File: config.mk
export PLATFORM = sky130hd
export DESIGN_NAME = simon_pad_renderer
export DESIGN_NICKNAME = d
export VERILOG_FILES = /design/src/rtl/simon_pad_renderer.sv
export SDC_FILE = /design/constraint.sdc
export NUM_CORES = 1
export LEC_CHECK = 0
export CAP_MARGIN = 20
export CORE_MARGIN = 8
export CORE_UTILIZATION = 35
export DETAILED_ROUTE_END_ITERATION = 10
export PLACE_DENSITY = 0.68
export SETUP_SLACK_MARGIN = 0.05
export SYNTH_ARGS = -nofsm -noshare
export SYNTH_HDL_FRONTEND = slang
export SYNTH_SLANG_ARGS = --single-unit
File: constraint.sdc
create_clock -name clk -period 4.4 [get_ports clk]
set_input_delay 0.66 -clock clk [delete_from_list [all_inputs] [get_ports clk]]
set_output_delay 0.66 -clock clk [all_outputs]
set_load 0.005 [all_outputs]
File: src/rtl/simon_pad_renderer.sv
`default_nettype none
// ============================================================================
//  Module   : simon_pad_renderer
//  Purpose  : Draws NUM_PADS rectangular Simon pads in a PAD_COLS-wide grid
//             over a background colour. Pads are dim, or bright while the flash
//             sequencer lights them (lit period, dark gap, done pulse).
//  Options  : SIMON_PAD_OUTLINE_EN - black OUTLINE_PX-wide border on each pad
//  Revision : 1.0 - initial release
// ============================================================================
module simon_pad_renderer #(
  parameter int          NUM_PADS    = 4,
  parameter int          PAD_COLS    = 2,
  parameter int          PAD_W       = 300,
  parameter int          PAD_H       = 220,
  parameter int          GAP_PX      = 13,
  parameter int          H_ORIGIN    = 144,
  parameter int          V_ORIGIN    = 35,
  parameter int          FLASH_TICKS = 25000000,
  parameter int          DARK_TICKS  = 5000000,
  parameter logic [11:0] BG_COLOR    = 12'h0F0,
  parameter int          OUTLINE_PX  = 3,
  localparam int         IDX_W       = (NUM_PADS > 1) ? $clog2(NUM_PADS) : 1
) (
  input  logic                    clk,
  input  logic                    rst,
  input  logic                    bright,
  input  logic [9:0]              hCount,
  input  logic [9:0]              vCount,
  input  logic [12*NUM_PADS-1:0]  pad_colors,
  input  logic                    flash_valid,
  input  logic [IDX_W-1:0]        flash_pad,
  output logic                    flash_ready,
  output logic                    flash_done,
  output logic [IDX_W-1:0]        lit_pad,
  output logic                    lit_valid,
  output logic [11:0]             rgb,
  output logic [11:0]             background
);

  // Timer must hold the larger of the two reload values.
  localparam int c_MAX_TICKS = (FLASH_TICKS > DARK_TICKS) ? FLASH_TICKS : DARK_TICKS;
  localparam int c_TMR_W     = (c_MAX_TICKS > 1) ? $clog2(c_MAX_TICKS + 1) : 1;
  localparam logic [c_TMR_W-1:0] c_FLASH_LOAD = c_TMR_W'(FLASH_TICKS - 1);
  localparam logic [c_TMR_W-1:0] c_DARK_LOAD  = c_TMR_W'(DARK_TICKS - 1);
  localparam logic [IDX_W:0]     c_NUM_PADS   = (IDX_W + 1)'(NUM_PADS);

`ifdef SIMON_PAD_OUTLINE_EN
  localparam bit c_OUTLINE_ON = 1'b1;
`else
  localparam bit c_OUTLINE_ON = 1'b0;
`endif

  typedef enum logic [1:0] {
    S_IDLE = 2'd0,
    S_LIT  = 2'd1,
    S_DARK = 2'd2
  } state_t;

  state_t             r_state;
  logic [c_TMR_W-1:0] r_timer;
  logic               r_ready;
  logic               r_done;
  logic [IDX_W-1:0]   r_lit_pad;
  logic               r_lit_valid;
  logic [11:0]        r_rgb;
  logic [11:0]        r_background;

  logic [10:0]         w_h;
  logic [10:0]         w_v;
  logic [NUM_PADS-1:0] w_in_pad;
  logic [NUM_PADS-1:0] w_on_edge;
  logic                w_hit;
  logic [IDX_W-1:0]    w_hit_idx;
  logic                w_hit_edge;
  logic [11:0]         w_hit_col;
  logic [11:0]         w_dim_col;
  logic                w_pad_ok;

  // Widen counters by one bit so pad-edge sums never wrap.
  assign w_h = {1'b0, hCount};
  assign w_v = {1'b0, vCount};

  // Out-of-range pad indices are accepted but must not light anything.
  assign w_pad_ok = ({1'b0, flash_pad} < c_NUM_PADS);

  // Per-pad hit and border tests against elaboration-time rectangle bounds.
  generate
    for (genvar gi = 0; gi < NUM_PADS; gi++) begin : g_pad
      localparam int c_X0 = H_ORIGIN + GAP_PX + (gi % PAD_COLS) * (PAD_W + GAP_PX);
      localparam int c_Y0 = V_ORIGIN + GAP_PX + (gi / PAD_COLS) * (PAD_H + GAP_PX);
      localparam logic [10:0] c_XL  = 11'(c_X0);
      localparam logic [10:0] c_XR  = 11'(c_X0 + PAD_W);
      localparam logic [10:0] c_YT  = 11'(c_Y0);
      localparam logic [10:0] c_YB  = 11'(c_Y0 + PAD_H);
      localparam logic [10:0] c_XLI = 11'(c_X0 + OUTLINE_PX);
      localparam logic [10:0] c_XRI = 11'(c_X0 + PAD_W - OUTLINE_PX);
      localparam logic [10:0] c_YTI = 11'(c_Y0 + OUTLINE_PX);
      localparam logic [10:0] c_YBI = 11'(c_Y0 + PAD_H - OUTLINE_PX);

      assign w_in_pad[gi]  = (w_h >= c_XL) && (w_h < c_XR) &&
                             (w_v >= c_YT) && (w_v < c_YB);
      assign w_on_edge[gi] = (w_h < c_XLI) || (w_h >= c_XRI) ||
                             (w_v < c_YTI) || (w_v >= c_YBI);
    end
  endgenerate

  // Priority select of the hit pad: scanning downward lets the lowest index win.
  always_comb begin
    w_hit      = 1'b0;
    w_hit_idx  = '0;
    w_hit_edge = 1'b0;
    w_hit_col  = '0;
    for (int i = NUM_PADS - 1; i >= 0; i--) begin
      if (w_in_pad[i]) begin
        w_hit      = 1'b1;
        w_hit_idx  = IDX_W'(i);
        w_hit_edge = w_on_edge[i];
        w_hit_col  = pad_colors[12*i +: 12];
      end
    end
  end

  // Dim colour: each 4-bit channel divided by four.
  assign w_dim_col = {2'b00, w_hit_col[11:10], 2'b00, w_hit_col[7:6], 2'b00, w_hit_col[3:2]};

  // Pixel register: blanking, pad fill (lit/dim/outline) or background.
  always_ff @(posedge clk or posedge rst) begin
    if (rst) begin
      r_rgb <= 12'h000;
    end else if (!bright) begin
      r_rgb <= 12'h000;
    end else if (w_hit) begin
      if (c_OUTLINE_ON && w_hit_edge) begin
        r_rgb <= 12'h000;
      end else if (r_lit_valid && (r_lit_pad == w_hit_idx)) begin
        r_rgb <= w_hit_col;
      end else begin
        r_rgb <= w_dim_col;
      end
    end else begin
      r_rgb <= BG_COLOR;
    end
  end

  // Background register: white while in reset, then the configured colour.
  always_ff @(posedge clk or posedge rst) begin
    if (rst) begin
      r_background <= 12'hFFF;
    end else begin
      r_background <= BG_COLOR;
    end
  end

  // Flash sequencer: IDLE -> LIT (FLASH_TICKS) -> DARK (DARK_TICKS) -> done pulse.
  always_ff @(posedge clk or posedge rst) begin
    if (rst) begin
      r_state     <= S_IDLE;
      r_timer     <= '0;
      r_ready     <= 1'b1;
      r_done      <= 1'b0;
      r_lit_pad   <= '0;
      r_lit_valid <= 1'b0;
    end else begin
      r_done <= 1'b0;
      case (r_state)
        S_IDLE: begin
          if (flash_valid) begin
            r_state <= S_LIT;
            r_timer <= c_FLASH_LOAD;
            r_ready <= 1'b0;
            if (w_pad_ok) begin
              r_lit_valid <= 1'b1;
              r_lit_pad   <= flash_pad;
            end
          end
        end
        S_LIT: begin
          if (r_timer == '0) begin
            r_state     <= S_DARK;
            r_timer     <= c_DARK_LOAD;
            r_lit_valid <= 1'b0;
            r_lit_pad   <= '0;
          end else begin
            r_timer <= r_timer - 1'b1;
          end
        end
        S_DARK: begin
          if (r_timer == '0) begin
            r_state <= S_IDLE;
            r_ready <= 1'b1;
            r_done  <= 1'b1;
          end else begin
            r_timer <= r_timer - 1'b1;
          end
        end
        default: begin
          r_state     <= S_IDLE;
          r_timer     <= '0;
          r_ready     <= 1'b1;
          r_lit_valid <= 1'b0;
          r_lit_pad   <= '0;
        end
      endcase
    end
  end

  assign flash_ready = r_ready;
  assign flash_done  = r_done;
  assign lit_pad     = r_lit_pad;
  assign lit_valid   = r_lit_valid;
  assign rgb         = r_rgb;
  assign background  = r_background;

endmodule
`default_nettype wire

## Yosys cells after proc, flatten, opt, wreduce, memory -nomap -nowiden

Cells that the tools add are included.

- Add/subtract/negate cells: 1
- $mul: 0
- Divide/modulo/power cells: 0
- Order comparisons: 8
- Equality and inequality tests: 7
- Shift-type cells: 0
- Mux-type cells: 33
- Bitwise operators: 2
- Reduce and logical (&&, ||, !) cells: 17

Operators with widths:

| kind | number |
|---|---|
| two-way mux 12 bit | 7 |
| two-way mux 25 bit | 3 |
| case mux 25 bit (3 select lines) | 1 |
| < comparator 10 x 9 -> 1 bit, second input constant | 3 |
| zero test 25 bit | 1 |
| subtractor 25 x 1 -> 25 bit, second input constant | 1 |
| greater-or-equal comparator 10 x 9 -> 1 bit, second input constant | 2 |
| two-way mux 2 bit | 8 |
| case mux 2 bit (3 select lines) | 2 |
| logical AND 1 bit | 11 |
| greater-or-equal comparator 10 x 6 -> 1 bit, second input constant | 1 |
| greater-or-equal comparator 10 x 8 -> 1 bit, second input constant | 1 |
| < comparator 10 bit, second input constant | 1 |
| two-way mux 1 bit | 10 |
| AND reduction 3 bit | 3 |
| inequality test 2 bit, second input constant | 4 |
| case mux 1 bit (3 select lines) | 2 |
| equality test 2 x 1 -> 1 bit, second input constant | 1 |
| equality test 2 bit | 1 |
| equality test 2 bit, second input constant | 1 |
| zero test 2 bit | 1 |
| inverter 1 bit | 2 |
| AND reduction 2 bit | 1 |

- Bits in registers: 52
- Latch bits: 0
- RAM bits: 0
- ROM bits: 0
- Input bits: 74
- Output and inout bits: 29
- Logic and storage cells: 76
- Memories kept: 0

## Depth between registers and ports, before layout

- Depth after elaboration: 13
- Mapped depth: 11

## Worst setup path after synthesis

OpenSTA, ideal clock, no wires.

- Kind: register to register
- Start: reg r_timer[0]
- End: reg r_timer[18]
- Setup time: 122 ps
- Data arrival time: 2684 ps
- Required time: 4278 ps
- Path slack: 1595 ps
- Cell stages (with the launch flop): 11
- Cells stage by stage: dfrtp_1 -> inv_1 -> ha_1 -> nor3b_1 -> nand4_1 -> or4_1 -> buf_2 -> o21ba_4 -> or2_0 -> buf_6 -> a32o_1

- Longest elaborated chain between the ends: 3
- Elaborated cells between the ends (all ways): 7
- Those cells by class: add/sub: 1; eq/ne: 1; mux: 3; reduce/logical: 2

Ends and longest elaborated chain:

| what | RTL line | text |
|---|---|---|
| start, declared | 60 | `logic [c_TMR_W-1:0] r_timer;` |
| start signal, assigned | 169 | `r_timer <= c_FLASH_LOAD;` |
| start signal, assigned | 180 | `r_timer <= c_DARK_LOAD;` |
| start signal, assigned | 184 | `r_timer <= r_timer - 1'b1;` |
| subtractor 25 x 1 -> 25 bit or zero test 25 bit (tied branches) | -- |  |
| two-way mux 25 bit (tied with other cells) | 188 | `if (r_timer == '0) begin` |
| case mux 25 bit (3 select lines) or AND reduction 2 bit (tied branches) | -- |  |

Parallel ways exist; a longest one is shown, timed or not. The select of a mux whose other input is x is not followed.
A chain may end at the register's enable or synchronous reset.

## Worst setup path in the final report

- Start: reg r_timer[0]
- End: reg r_timer[21]

The elaborated chain is that of the path after synthesis.

==> metrics <==
outcome finished, final reports clean; final net count 529; critical path class register to register; slew margin rel. 38.07%; global-route wire length before repair 15,170 um; vias per inst approximately 5.7; DRT Pass-1 Iters 4; Mapped Area 3064 um2; Setup Buffers After CTS 0; Layout Area Growth over Synthesis 37.28%; Post-Route Setup TNS 0 ns; Port Buf Inserts 98; Site Rows 34; Post-synth EDFFs 0; Worst Skew 0.005134 ns; Post-Synthesis Cells 371; ys async rst share 100.0%; Tot Pwr 1.226 mW; CP arrival around 3.7 ns; layout cells sized above 1 5.934%; CTS Buffer Depth 2; Die Area about 12,000 um2; final WL 9393 um; Synth Register Bits between 40 and 50; most common cell after layout, fill and taps aside clkdlybuf4s50_1; DRT iter0 DRCs 224; CP Launch Type register; worst hold slack around 0.51 ns; DIE WIDTH between 100 and 150 um; Worst-Margin Slew 0.9290 ns; Root Buffer clkbuf_8; largest area contributor in the netlist dfrtp_1; Seq/Total Area, Yosys 36.83%; Worst EP required 4.59 ns; register-to-register setup slack between 0.9 and 1 ns; Initial Utilization 35.66%; final hold violation count 0; most area-consuming cells after synthesis dfrtp_1 (35%), a21oi_1 (3.8%), o21ai_0 (3.6%); vias about 3.2k; CTS tree done; dpl cell area 4066 um2; pin count of the biggest net entering global routing between 40 and 50; GRT overflow 0; Num CTS Buffers 5; max_cap viols 0; Die Ht 109.6 um; P per Cell Area 291.4 nW/um2; ys flop type dfrtp_1; Min-Delay Path Class register to register; routability cong. 0.8552; number of top-level pins 103; pre-CTS setup slack slightly below 0.9 ns; remaining antenna violation count 0; initial antenna violation count 0; Clk Latency, worst-skew pair roughly 0.3 ns; synth warn 0; top-area cell type share of the netlist area around a third; VDD IR max 0.0001683 V; post-route cell area 4207 um2; setup ws final 0.9415 ns; vias in the first global route about 3.1k; Worst-path clk slew about 0.090 ns; # diodes 0; GRT Resource Usage Total 15.57%; RSZ-0062 raised after global routing false; FMAX 289.1 MHz; minimum clock period about 3.5 ns; most frequent cells in the layout clkdlybuf4s50_1 (98), dfrtp_1 (43), nand2_1 (28); # setup viols final 0; Pleak 1.606 nW; Final period util 78.60%; # resized after CTS 0; WL/cell about 17 um; Final HPWL DP 7275 um; core area 8593 um2; Syn Area/Cell ~8.3 um2; CTS sink count 45; Worst setup EP type register; post-synth cell types 60; hold bufs inserted after CTS 0; Max FO, Critical Path 8; H-tree depth 2; DRC Markers 0; Max Slew Vio Count 0
-- metrics by stage --
step                instances  utilization (%)
finish                    563            48.95
global route              563            48.95
CTS                       562            48.72
detailed placement        554            47.32
global placement          554            47.32
floorplan                 374                -
-- cells by family (layout without fill, tap and decap cells) --
kind of cell,Yosys count,count (layout),synth area share [%]
AO/OA/AOI/OAI,125,125,28.38
XOR/XNOR,7,7,2.001
adder cells (fa/ha/maj),3,3,1.062
buffers and inverters,50,131,7.881
flip-flops,45,45,36.83
other,2,5,0.2451
AND/OR/NAND/NOR,139,139,23.60
-- sequential cells by signal, summed over array words and instances (netlist names) --
| name | count |
|---|---|
| r_state | 2 |
| flash_ready | 1 |
| lit_valid | 1 |
| flash_done | 1 |
| rgb | 12 |
| r_timer | 25 |
| lit_pad | 2 |
| background | 1 |
-- path summary, 6_finish.rpt --
path	depth (start not counted)	startpoint	end
max in group asynchronous	3	rst	flash_ready$_DFFE_PP1P_
min in group asynchronous	2	rst	rgb[0]$_DFF_PP0_
hold reg to reg	1	r_timer[18]$_DFFE_PP0P_	r_timer[18]$_DFFE_PP0P_
setup / recovery	8	r_timer[0]$_DFFE_PP0P_	r_timer[21]$_DFFE_PP0P_
hold / removal	1	r_timer[18]$_DFFE_PP0P_	r_timer[18]$_DFFE_PP0P_
setup reg to reg	8	r_timer[0]$_DFFE_PP0P_	r_timer[21]$_DFFE_PP0P_
-- cells in the mapped netlist, types with 3 or more instances --
cell type / instances
xnor2_1: 3
a31oi_1: 8
buf_2: 4
nor3_1: 20
a21oi_1: 23
a211oi_1: 7
a221oi_1: 4
nand2b_1: 3
nand4_1: 4
o21ai_0: 22
clkbuf_1: 16
nand3_1: 15
inv_1: 17
xor2_1: 4
dfrtp_1: 43
or2_2: 3
or3_1: 14
or4_1: 3
and3_1: 4
nor2_1: 25
o22a_1: 7
a221o_1: 7
o211ai_1: 4
buf_4: 11
o2111ai_1: 3
nand2_1: 28
a22o_1: 3
and2_1: 5
nor4_1: 4
o31ai_1: 7
o22ai_1: 11
-- worst max-delay path: stages (launching register included) --
cell and delay, ns:
dfrtp_1 0.44, inv_1 0.08, ha_1 0.22, nor3b_1 0.44, nand4_1 0.37, or4_1 0.77, a21oi_1 0.53, o21ai_1 0.15
a221o_1 0.36
-- report_power, final --
group	switching [mW]	total [mW]	internal (mW)	leakage (nW)
sequential	0.0726	0.555	0.482	0.534
combinational	0.154	0.339	0.185	1.01
clock	0.147	0.332	0.185	0.0574
total	0.374	1.23	0.852	1.61
-- per-layer routing --
layer	GRT usage, %	wire, um	up-vias
li1	-	-	1552
met1	19.19	3991	1574
met2	27.91	4877	70
met3	1.934	392	11
met4	4.050	132	0
met5	0	0	-
-- area by class of cell --
| class | count | area (um2) |
|---|---|---|
| clock buffer | 6 | 82.58 |
| clock inverter | 2 | 37.54 |
| fill | 846 | 4387 |
| inverter | 17 | 63.81 |
| multi-input combinational | 279 | 1705 |
| sequential | 45 | 1129 |
| tap | 108 | 135.1 |
| timing repair buffer | 106 | 1054 |
No activity file was read; power rests on OpenSTA's default activity.
